### src/rtl/gpu_lbus_ctrl.sv
// Local-bus access sequencer behind gpu_cpu. It decodes each CPU request to the local RAM,
// the register file or unmapped space, and returns ack and mem_data after that target's wait states.
module gpu_lbus_ctrl #(
    parameter int unsigned RAM_LAT    = 1,
    parameter int unsigned REG_WAIT   = 2,
    parameter int unsigned UNMAP_WAIT = 4
) (
    input  logic        sys_clk,
    input  logic        reset,
    input  logic        ioreq,
    input  logic [12:0] cpuaddr,
    input  logic [31:0] cpudata,
    input  logic        cpuwr,
    output logic        ack,
    output logic [31:0] mem_data,
    output logic [9:0]  ram_addr,
    output logic        ram_cs,
    output logic        ram_we,
    output logic [31:0] ram_wdata,
    input  logic [31:0] ram_rdata,
    output logic [3:0]  reg_sel,
    output logic        reg_stb,
    output logic        reg_we,
    output logic [31:0] reg_wdata,
    input  logic [31:0] reg_rdata,
    output logic        bus_err,
    input  logic        err_clr
);

    typedef enum logic [2:0] {
        S_IDLE,
        S_RAM_ACC,
        S_REG_WAITST,
        S_REG_ACC,
        S_UNMAP,
        S_DONE
    } state_t;

    typedef enum logic [1:0] {D_RAM, D_REG, D_UNMAP} dec_t;

    localparam logic [3:0] C_RAM_LAT    = 4'(RAM_LAT);
    localparam logic [3:0] C_REG_WAIT   = 4'(REG_WAIT);
    localparam logic [3:0] C_UNMAP_WAIT = 4'(UNMAP_WAIT);

    state_t      r_state;
    state_t      w_state_nxt;
    logic [3:0]  r_cnt;
    logic [3:0]  w_cnt_nxt;
    logic [3:0]  w_cnt_dec;
    logic        r_cs_done;
    logic        r_wr;
    logic [9:0]  r_ram_addr;
    logic [3:0]  r_reg_sel;
    logic [31:0] r_wdata;
    logic [31:0] r_mem_data;
    logic        r_bus_err;
    dec_t        w_dec;
    logic        w_accept;
    logic        w_ram_cs;
    logic        w_ram_capture;
    logic        w_reg_stb;
    logic        w_unmap_end;

    always_comb begin
        unique case (cpuaddr[12:10])
            3'b000:  w_dec = D_RAM;
            3'b100:  w_dec = D_REG;
            default: w_dec = D_UNMAP;
        endcase
    end

    // Saturating decrement: wait counters stop at zero instead of wrapping.
    assign w_cnt_dec = (r_cnt != 4'd0) ? r_cnt - 4'd1 : 4'd0;

    always_comb begin
        // NOTE: every signal gets a default first so no path through the case infers a latch.
        w_state_nxt   = r_state;
        w_cnt_nxt     = r_cnt;
        w_accept      = 1'b0;
        w_ram_cs      = 1'b0;
        w_ram_capture = 1'b0;
        w_reg_stb     = 1'b0;
        w_unmap_end   = 1'b0;
        unique case (r_state)
            S_IDLE: begin
                if (ioreq) begin
                    w_accept = 1'b1;
                    unique case (w_dec)
                        D_RAM: begin
                            w_state_nxt = S_RAM_ACC;
                            w_cnt_nxt   = cpuwr ? 4'd1 : C_RAM_LAT;
                        end
                        D_REG: begin
                            w_state_nxt = (C_REG_WAIT == 4'd0) ? S_REG_ACC : S_REG_WAITST;
                            w_cnt_nxt   = C_REG_WAIT;
                        end
                        default: begin
                            w_state_nxt = S_UNMAP;
                            w_cnt_nxt   = C_UNMAP_WAIT;
                        end
                    endcase
                end
            end
            S_RAM_ACC: begin
                if (!r_cs_done) begin
                    w_ram_cs = 1'b1;
                end else begin
                    w_cnt_nxt = w_cnt_dec;
                    if (r_cnt <= 4'd1) begin
                        w_ram_capture = !r_wr;
                        w_state_nxt   = S_DONE;
                    end
                end
            end
            S_REG_WAITST: begin
                w_cnt_nxt = w_cnt_dec;
                if (r_cnt <= 4'd1) w_state_nxt = S_REG_ACC;
            end
            S_REG_ACC: begin
                w_reg_stb   = 1'b1;
                w_state_nxt = S_DONE;
            end
            S_UNMAP: begin
                w_cnt_nxt = w_cnt_dec;
                if (r_cnt <= 4'd1) begin
                    w_unmap_end = 1'b1;
                    w_state_nxt = S_DONE;
                end
            end
            S_DONE:  w_state_nxt = S_IDLE;
            default: w_state_nxt = S_IDLE;
        endcase
    end

    always_ff @(posedge sys_clk) begin
        // NOTE: state uses non-blocking assignments so every register samples pre-edge values.
        if (reset) begin
            r_state    <= S_IDLE;
            r_cnt      <= 4'd0;
            r_cs_done  <= 1'b0;
            r_wr       <= 1'b0;
            r_ram_addr <= 10'd0;
            r_reg_sel  <= 4'd0;
            r_wdata    <= 32'd0;
            r_mem_data <= 32'd0;
            r_bus_err  <= 1'b0;
        end else begin
            r_state   <= w_state_nxt;
            r_cnt     <= w_cnt_nxt;
            r_cs_done <= (w_state_nxt == S_RAM_ACC) && (w_ram_cs || r_cs_done);
            if (w_accept) begin
                r_wr    <= cpuwr;
                r_wdata <= cpudata;
                if (w_dec == D_RAM) r_ram_addr <= cpuaddr[9:0];
                if (w_dec == D_REG) r_reg_sel  <= cpuaddr[3:0];
            end
            if (w_ram_capture)                r_mem_data <= ram_rdata;
            else if (w_reg_stb && !r_wr)      r_mem_data <= reg_rdata;
            else if (w_unmap_end && !r_wr)    r_mem_data <= 32'd0;
            // A new error outranks a clear arriving in the same cycle.
            if (w_unmap_end)  r_bus_err <= 1'b1;
            else if (err_clr) r_bus_err <= 1'b0;
        end
    end

    assign ack       = (r_state == S_DONE);
    assign mem_data  = r_mem_data;
    assign ram_addr  = r_ram_addr;
    assign ram_cs    = w_ram_cs;
    assign ram_we    = w_ram_cs & r_wr;
    assign ram_wdata = r_wdata;
    assign reg_sel   = r_reg_sel;
    assign reg_stb   = w_reg_stb;
    assign reg_we    = w_reg_stb & r_wr;
    assign reg_wdata = r_wdata;
    assign bus_err   = r_bus_err;

endmodule

### config.mk
export PLATFORM = sky130hd
export DESIGN_NAME = gpu_lbus_ctrl
export DESIGN_NICKNAME = d
export VERILOG_FILES = /design/src/rtl/gpu_lbus_ctrl.sv
export SDC_FILE = /design/constraint.sdc
export NUM_CORES = 1
export LEC_CHECK = 0
export ABC_AREA = 0
export CAP_MARGIN = 40
export CORE_ASPECT_RATIO = 0.8
export CORE_UTILIZATION = 35
export DETAILED_ROUTE_END_ITERATION = 8
export PLACE_DENSITY = 0.77
export SLEW_MARGIN = 20
export SYNTH_ARGS = -nofsm -noshare
export SYNTH_HDL_FRONTEND = slang
export SYNTH_SLANG_ARGS = --single-unit
### constraint.sdc
create_clock -name sys_clk -period 1.5 [get_ports sys_clk]
set_input_delay 0.3 -clock sys_clk [delete_from_list [all_inputs] [get_ports sys_clk]]
set_output_delay 0.3 -clock sys_clk [all_outputs]
set_load 0.05 [all_outputs]
## After elaboration in Yosys (flattened, before gate mapping)

Cells that the tools add are included.
W data, S select, Z words.

- Flip-flop bits (word level): 88
- Bits of input ports: 114
- Output and inout port bits: 116
- Logic and storage cells: 66

- Add/subtract/negate cells: 1
- Order comparisons: 1
- Equal/unequal tests: 10
- Multiplexer cells: 27
- Bitwise operators: 2
- Reduce and logical (&&, ||, !) cells: 16

Operators by type and width:

| kind | number |
|---|---|
| $mux W32 | 3 |
| $pmux W3 S5 | 1 |
| $mux W1 | 12 |
| $mux W3 | 4 |
| $mux W4 | 3 |
| $pmux W3 S2 | 2 |
| $pmux W4 S3 | 1 |
| $eq A3 B3 Y1 const B | 3 |
| $eq A3 B1 Y1 const B | 2 |
| $eq A3 B2 Y1 const B | 2 |
| $logic_not A3 Y1 | 2 |
| $reduce_bool A3 Y1 | 2 |
| $le A4 B1 Y1 const B | 1 |
| $ne A2 B2 Y1 const B | 2 |
| $pmux W2 S2 | 1 |
| $reduce_and A2 Y1 | 2 |
| $reduce_bool A4 Y1 | 1 |
| $sub A4 B1 Y4 const B | 1 |
| $logic_and A1 B1 Y1 | 3 |
| $reduce_and A3 Y1 | 1 |
| $and A1 B1 Y1 | 2 |
| $eq A2 B1 Y1 const B | 1 |
| $logic_not A2 Y1 | 1 |
| $reduce_bool A2 Y1 | 1 |
| 3 further kinds | 3 |

## Logic depth before layout (Yosys ltp)

Gate-level depths: netlist of the first run.

- Word-level depth: 8
- Gate-level depth with buffers: 7
- Depth with buffers taken out: 4

## Worst setup path before layout of the first run

Ideal clock, no wire load.

- Kind: reg-to-output
- From: register r_state[0]
- To: output ram_we
- Data arrival time: 2.264 ns
- Required time: 1.200 ns
- Slack: -1.064 ns
- Cell stages (with the launch flop): 5
- Buffers on the path: 1
- Cell sequence: dfxtp_1 -> buf_2 -> nand2b_1 -> nor3_1 -> and2_1

- Cells in the longest elaborated chain, start to end: 3

Ends and longest elaborated chain:

| what | RTL line | RTL |
|---|---|---|
| start: declaration | 45 | `state_t r_state;` |
| start signal: assignment | 148 | `r_state <= w_state_nxt;` |
| $eq A3 B1 Y1 | 84 | `unique case (r_state)` |
| $mux W1 | 84 |  |
| via ram_cs | 17 | `output logic ram_cs,` |
| $and A1 B1 Y1 | 170 | `assign ram_we = w_ram_cs & r_wr;` |
| end: declaration | 18 | `output logic ram_we,` |

The timed path passes the listed nets, and every way through them passes these cells.

## Final worst setup path of the first run

- From: register r_state[1]
- To: output reg_we

- Cells in the longest elaborated chain, start to end: 3

Ends and longest elaborated chain:

| what | RTL line | RTL |
|---|---|---|
| $eq A3 B2 Y1 | 84 |  |
| $mux W1 | 84 |  |
| $and A1 B1 Y1 | 174 | `assign reg_we = w_reg_stb & r_wr;` |
| end: declaration | 23 | `output logic reg_we,` |

No other way between the ends.

==> results of run 1 <==
## worst min-delay path by stage
| stage | from | end | cells past startpoint |
|---|---|---|---|
| floorplan | cpuwr | r_wr | 2 |
| global placement | ram_addr[3] | ram_addr[3] | 2 |
| detailed placement | ram_addr[0] | ram_addr[0] | 2 |
| CTS | reset | ram_addr[6] | 2 |
| global route | reset | ram_addr[2] | 2 |
| finish | reset | ram_addr[2] | 2 |
## sequential cells by signal, summed over array words and instances (netlist names)
| signal | cells |
|---|---|
| mem_data | 32 |
| ram_wdata | 32 |
| ram_addr | 10 |
| r_cnt | 4 |
| reg_sel | 4 |
| r_state | 3 |
| bus_err | 1 |
| r_cs_done | 1 |
| r_wr | 1 |
## per-layer routing
layer	global-route usage, %	vias up	part of all wire [%]
met1	26.6	2265	37
li1	-	2064	-
met2	48.5	195	54
met5	0	-	0
met3	6.83	40	6.3
met4	8.72	0	2.9
## repair_timing
action	4_1_cts	5_1_grt
hold buffers	0	0
pin swaps	12	47
buffers inserted	12	13
setup endpoints to repair	88	90
gates cloned	4	2
resized for setup	42	121
## power breakdown
part	internal (µW)	total [µW]	switching [µW]
combinational	1580	3120	1540
clock	1310	2320	1010
sequential	2450	2690	232
## stage by stage
stage / instances / utilization, % / instance area (µm²) / setup TNS [ps]
after floorplan: 463 / - / 4290 / -6670
after global placement: 810 / 71.2 / 7880 / -23350
after detailed placement: 810 / 71.2 / 7880 / -27960
after CTS: 842 / 77.0 / 8520 / -9070
after global routing: 854 / 82.0 / 9060 / -18590
final: 854 / 82.0 / 9060 / -15440
## worst max-delay path, delay by kind of cell (launching register included)
kind	cells	cell delay (ps)
DFF	1	370
and+or+nand+nor	2	350
buffers and inverters	3	420
## cells in the mapped netlist, types with 2 or more instances
library cell / number / area share (%)
buf_4: 33 / 6.1
or2_2: 2 / 0.31
buf_2: 10 / 1.2
and2_1: 2 / 0.31
nand2_1: 113 / 10
a21oi_1: 48 / 5.9
buf_1: 2 / 0.19
nor2b_1: 2 / 0.31
o31ai_1: 2 / 0.37
clkbuf_1: 18 / 1.7
a22oi_1: 33 / 6.1
o21ai_0: 9 / 1.1
clkbuf_4: 2 / 0.37
o22ai_2: 31 / 9.6
nor3_1: 3 / 0.37
nor2_1: 10 / 0.93
dfxtp_1: 88 / 43
inv_1: 5 / 0.46
o22ai_1: 3 / 0.46
buf_6: 3 / 0.83
nand3_1: 11 / 1.4
nand2b_1: 2 / 0.31
mux2i_1: 6 / 1.5
nand3b_1: 3 / 0.56
## kinds of logic (layout without fill, tap and decap cells)
logic type / Yosys count / count (layout) / share of synthesized area, %
simple gates: 159 / 159 / 18.1
mux: 7 / 7 / 1.76
xor+xnor: 1 / 1 / 0.216
buf+inv: 74 / 321 / 11.0
flops: 88 / 88 / 43.5
compound gates: 134 / 134 / 25.5
## cell type report
class	count	area [µm²]	area share [%]
timing repair buffer	299	4270	47.1
tap	144	180	1.99
clock inverter	7	77.6	0.856
inverter	6	28.8	0.317
multi-input combinational	301	2500	27.6
sequential	88	1780	19.6
clock buffer	9	225	2.48
==> impl_metrics.csv, run 1 <==
group,metric,value,unit
cells_and_area,drive_gt1_share,52.1,%
cells_and_area,area_growth,124,%
worst_setup_path,worstSetupPathType,"flip-flop to output pin",
cells_and_area,final_common_cell,"buf_12",
yosys,synth_nets,577,
worst_setup_path,r2r-end,"mem_data[2]",
route,wl_per_cell,20.0,µm
status,status,"complete, but fails checks",
worst_setup_path,end_kind,"output pin",
timing,hold_viol,0,
cells_and_area,nets,819,
yosys,syn_inst,463,
timing,max_slew_margin,74.4,%
cells_and_area,final_cell_mix,"buf_12, clkdlybuf4s50_1, dfxtp_1",
die,dieArea,12000,µm²
worst_setup_path,r2r_slack,-250,ps
cells_and_area,fillCellCount,584,
die,dieHeight,98.3,µm
flow_run,drv_cap,0,
cells_and_area,antennaDiodeCount,0,
worst_setup_path,setup.worst_path.start,"r_state[1]",
placement,place_congestion,0.871,
route,first_pass_iters,4,
worst_setup_path,crit_end,"reg_we",
yosys,yosysSeqAreaShare,43.5,%
worst_setup_path,path_cells,"buf_6 -> nand3b_1 -> clkinvlp_4 -> and2_4 -> buf_12",
route,drtIter0Drc,215,
yosys,synth_edf_count,0,
power_and_ir_drop,pwr_density_cell,896,nW/µm²
placement,pre_cts_slack,-448,ps
worst_setup_path,cp_max_fo,4,
yosys,synth-warning-count,0,
worst_hold_path,hold_class,"input port to flip-flop",
route,num_vias,4564,
die,io_pins,230,
cts,cts_tree,"yes",
route,postRouteAntennaNets,0,
worst_setup_path,slowest_stage,"dfxtp_4",
timing,clock_skew,7.64,ps
yosys,synth_flop_cell,"dfxtp_1",
yosys,ys_seq_elements,88,
global_routing,antenna_found_initial,0,
worst_setup_path,cp.arrival,1490,ps
die,core_area,11100,µm²
worst_setup_path,critPathLaunchType,"flip-flop",
timing,fmax,559,MHz
worst_setup_path,cp.required,1200,ps
timing,period_minus_slack,1790,ps
global_routing,grt_usage,25.5,%
yosys,synth_area,4050,µm²
cts,cts_num_sinks,88,
timing,worst_slew_pin_slew,382,ps
power_and_ir_drop,p_total,8120,µW
timing,setup_ws,-288,ps
global_routing,grt_max_degree,47,
timing,drv_slew,0,
yosys,syn_area_per_cell,8.76,µm²
timing,rsz0062_at_grt,"true",
die,die_w,122,µm
placement,dp_hpwl,10900,µm
global_routing,grt_pass1_vias,4708,
die,initial_core_util,36.7,%
worst_setup_path,rr_startpoint,"r_cnt[3]",
cts,cts_htree_levels,3,
timing,worst_hold_slack,276,ps
yosys,ys_async_sr_fraction,0,%
global_routing,grt_pass1_wl,23900,µm
yosys,yosysUniqueCellTypes,46,
route,drc,0,
cts,cts_buffer_depth,2,
die,std_cell_rows,34,
power_and_ir_drop,leakagePower,0.00343,µW
placement,io_buffer_count,229,
cts,cts_buffers,9,
worst_setup_path,ff2ff_path_depth,6,
cts,insertion_delay,340,ps
cts,path_clk_slew,70,ps
global_routing,grt_overflow_total,0,
timing,finalCritPeriodShare,119,%
worst_setup_path,max_stage_delay,370,ps
status,violations,"setup timing",
route,routed_via_density,5.34,
route,routed_wl,17100,µm
cts,cts_root_buf,"clkbuf_16",
timing,finalSetupViolations,87,
power_and_ir_drop,vdd_drop_max,0.000716,V
No activity file was read; power rests on OpenSTA's default activity.
==> run 2: changes to the inputs <==
- CELL_PAD_IN_SITES_DETAIL_PLACEMENT: not set -> 1
- CELL_PAD_IN_SITES_GLOBAL_PLACEMENT: not set -> 2
- CORE_UTILIZATION: 35 -> 19
- PLACE_DENSITY: 0.77 -> not set
- PLACE_DENSITY_LB_ADDON: not set -> 0.1
==> run 2 against run 1 <==
  * The run ends with DRC, setup timing left
  * Die area grew 82%
  * Clock skew grew 1.2 ps
  * Non-clock buffer count grew 9
==> impl_metrics.csv, run 2 (synthesized netlist as in run 1, its figures left out) <==
group,metric,value,unit
timing,drv_slew,0,
global_routing,grt_pass1_vias,4953,
worst_setup_path,critPathLaunchType,"flip-flop",
power_and_ir_drop,p_int,5580,µW
worst_hold_path,hold_class,"input port to flip-flop",
global_routing,grt_max_degree,44,
global_routing,antenna_found_initial,0,
power_and_ir_drop,pwr_density_cell,864,nW/µm²
timing,clock_skew,8.88,ps
global_routing,grt_overflow_total,0,
worst_setup_path,cp_max_fo,8,
timing,hold_viol,0,
die,core_area,20800,µm²
power_and_ir_drop,swShare,34.0,%
route,first_pass_iters,6,
die,dieHeight,133,µm
timing,fmax,561,MHz
timing,setup_ws,-284,ps
worst_setup_path,crit_buf_inv,2,
placement,pre_cts_slack,-459,ps
placement,place_congestion,0.755,
timing,finalSetupViolations,90,
die,initial_core_util,19.5,%
route,drtIter0Drc,147,
cells_and_area,post-route-util,47.0,%
route,routed_via_density,4.43,
die,dieArea,21900,µm²
timing,max_slew_margin,66.4,%
power_and_ir_drop,sequentialPowerShare,31.6,%
status,violations,"DRC, setup timing",
timing,period_minus_slack,1780,ps
power_and_ir_drop,power.share.clock,27.4,%
cells_and_area,antennaDiodeCount,0,
timing,rsz0062_at_grt,"true",
flow_run,drv_cap,0,
status,status,"complete, but fails checks",
worst_setup_path,max_stage_delay,570,ps
worst_setup_path,rr_startpoint,"r_cnt[3]",
timing,worst_slew_pin_slew,501,ps
cells_and_area,final_area,9780,µm²
cells_and_area,final_common_cell,"buf_12",
worst_setup_path,worstSetupPathType,"flip-flop to flip-flop",
cts,cts_buffer_depth,2,
global_routing,grt_usage,17.1,%
worst_setup_path,cp.required,1770,ps
power_and_ir_drop,pwr-share-comb,40.9,%
die,die_w,165,µm
route,num_vias,4376,
power_and_ir_drop,vdd_drop_max,0.000463,V
cells_and_area,nets,828,
route,drc,10,
cts,path_clk_slew,70,ps
worst_setup_path,end_kind,"flip-flop",
cts,cts_root_buf,"clkbuf_16",
global_routing,grt_pass1_wl,28300,µm
cts,cts_htree_levels,3,
worst_setup_path,critPathTopFamily,"simple AND/OR/NAND/NOR gates",
die,io_pins,230,
power_and_ir_drop,switching_power,2870,µW
placement,dp_cells,940,
route,postRouteAntennaNets,0,
placement,io_buffer_count,229,
route,wl_per_cell,18.8,µm
cts,holdBufCountCts,0,
cells_and_area,drive_gt1_share,60.2,%
cts,cts_buffers,9,
placement,placed_area,8100,µm²
worst_setup_path,setup.worst_path.start,"r_cnt[3]",
cells_and_area,final_cell_mix,"buf_12, clkdlybuf4s50_1, dfxtp_1",
placement,dp_hpwl,12300,µm
cts,cts_num_sinks,88,
cells_and_area,fin_cells,988,
cts,cts_tree,"yes",
cells_and_area,area_growth,141,%
power_and_ir_drop,leakagePower,0.00368,µW
worst_setup_path,cp.arrival,2050,ps
worst_hold_path,worstHoldStart,"reset",
timing,finalCritPeriodShare,119,%
timing,worst_hold_slack,454,ps
worst_setup_path,slowest_stage,"or4b_4",
die,std_cell_rows,47,
cts,insertion_delay,350,ps
route,routed_wl,18600,µm
worst_setup_path,path_cells,"or4b_4 -> nor4_4 -> buf_4 -> clkbuf_16 -> a22oi_2 -> o22ai_2",
==> run 2: cell types whose count changed in the layout (fill, tap and decap cells not counted), moves of 2 or more <==
cell	delta
a22oi_1	+2
buf_4	+2
a21oi_1	-13
nand2_1	-39
nand2_2	+10
inv_6	-3
a21oi_2	+13
a22oi_2	-2
buf_6	-4
buf_16	+6
buf_12	+4
nand2_4	+28
==> run 2: final timing paths <==
check | endpoint | slack [ps] | cells past startpoint
min | bus_err | 450 | 3
min reg2reg | mem_data[18] | 520 | 2
max | mem_data[15] | -280 | 6
max reg2reg | mem_data[15] | -280 | 6
==> run 2: worst reg2reg max path: stages (launching register included) <==
cell	delay, ps
dfxtp_2	330
or4b_4	570
nor4_4	190
buf_4	210
clkbuf_16	180
a22oi_2	90
o22ai_2	140
==> run 2: power groups by stage <==
stage                     Sequential, µW  Combinational, µW  Clock [µW]
final                               2670               3460        2320
after global routing                2690               3620        2520
after CTS                           2670               3190        2420
after detailed placement            2700               2620           0
after global placement              2690               2570           0
after floorplan                     2910               1010           0
==> run 2: layout make-up <==
| cell class | count | area, µm² |
|---|---|---|
| Fill cell | 2182 | 11000 |
| Timing Repair Buffer | 308 | 4520 |
| Multi-Input combinational cell | 301 | 2830 |
| Sequential cell | 88 | 1780 |
| Tap cell | 269 | 337 |
| Clock buffer | 11 | 243 |
| Clock inverter | 5 | 56.3 |
| Inverter | 6 | 26.3 |
==> run 2: timing repair <==
| action | CTS | global route |
|---|---|---|
| setup endpoints to repair | 89 | 91 |
| cloned | 10 | 3 |
| resized for setup | 142 | 110 |
| buffers inserted | 19 | 4 |
| pin swaps | 70 | 77 |
==> run 2: through the flow <==
stage / setup TNS (ps) / total power [µW]
3_3_place_gp: -27420 / 5270
5_1_grt: -20840 / 8830
6_report: -14950 / 8450
3_5_place_dp: -29080 / 5320
4_1_cts: -13910 / 8290
2_1_floorplan: -6670 / 3920
==> run 2: layer usage <==
layer | global-route usage (%) | vias to the layer above | share of wire, %
met1 | 20.7 | 2166 | 43
met5 | 0 | - | 0
li1 | - | 2089 | -
met2 | 29.4 | 106 | 50
met4 | 4.39 | 0 | 1.3
met3 | 4.76 | 15 | 5.5
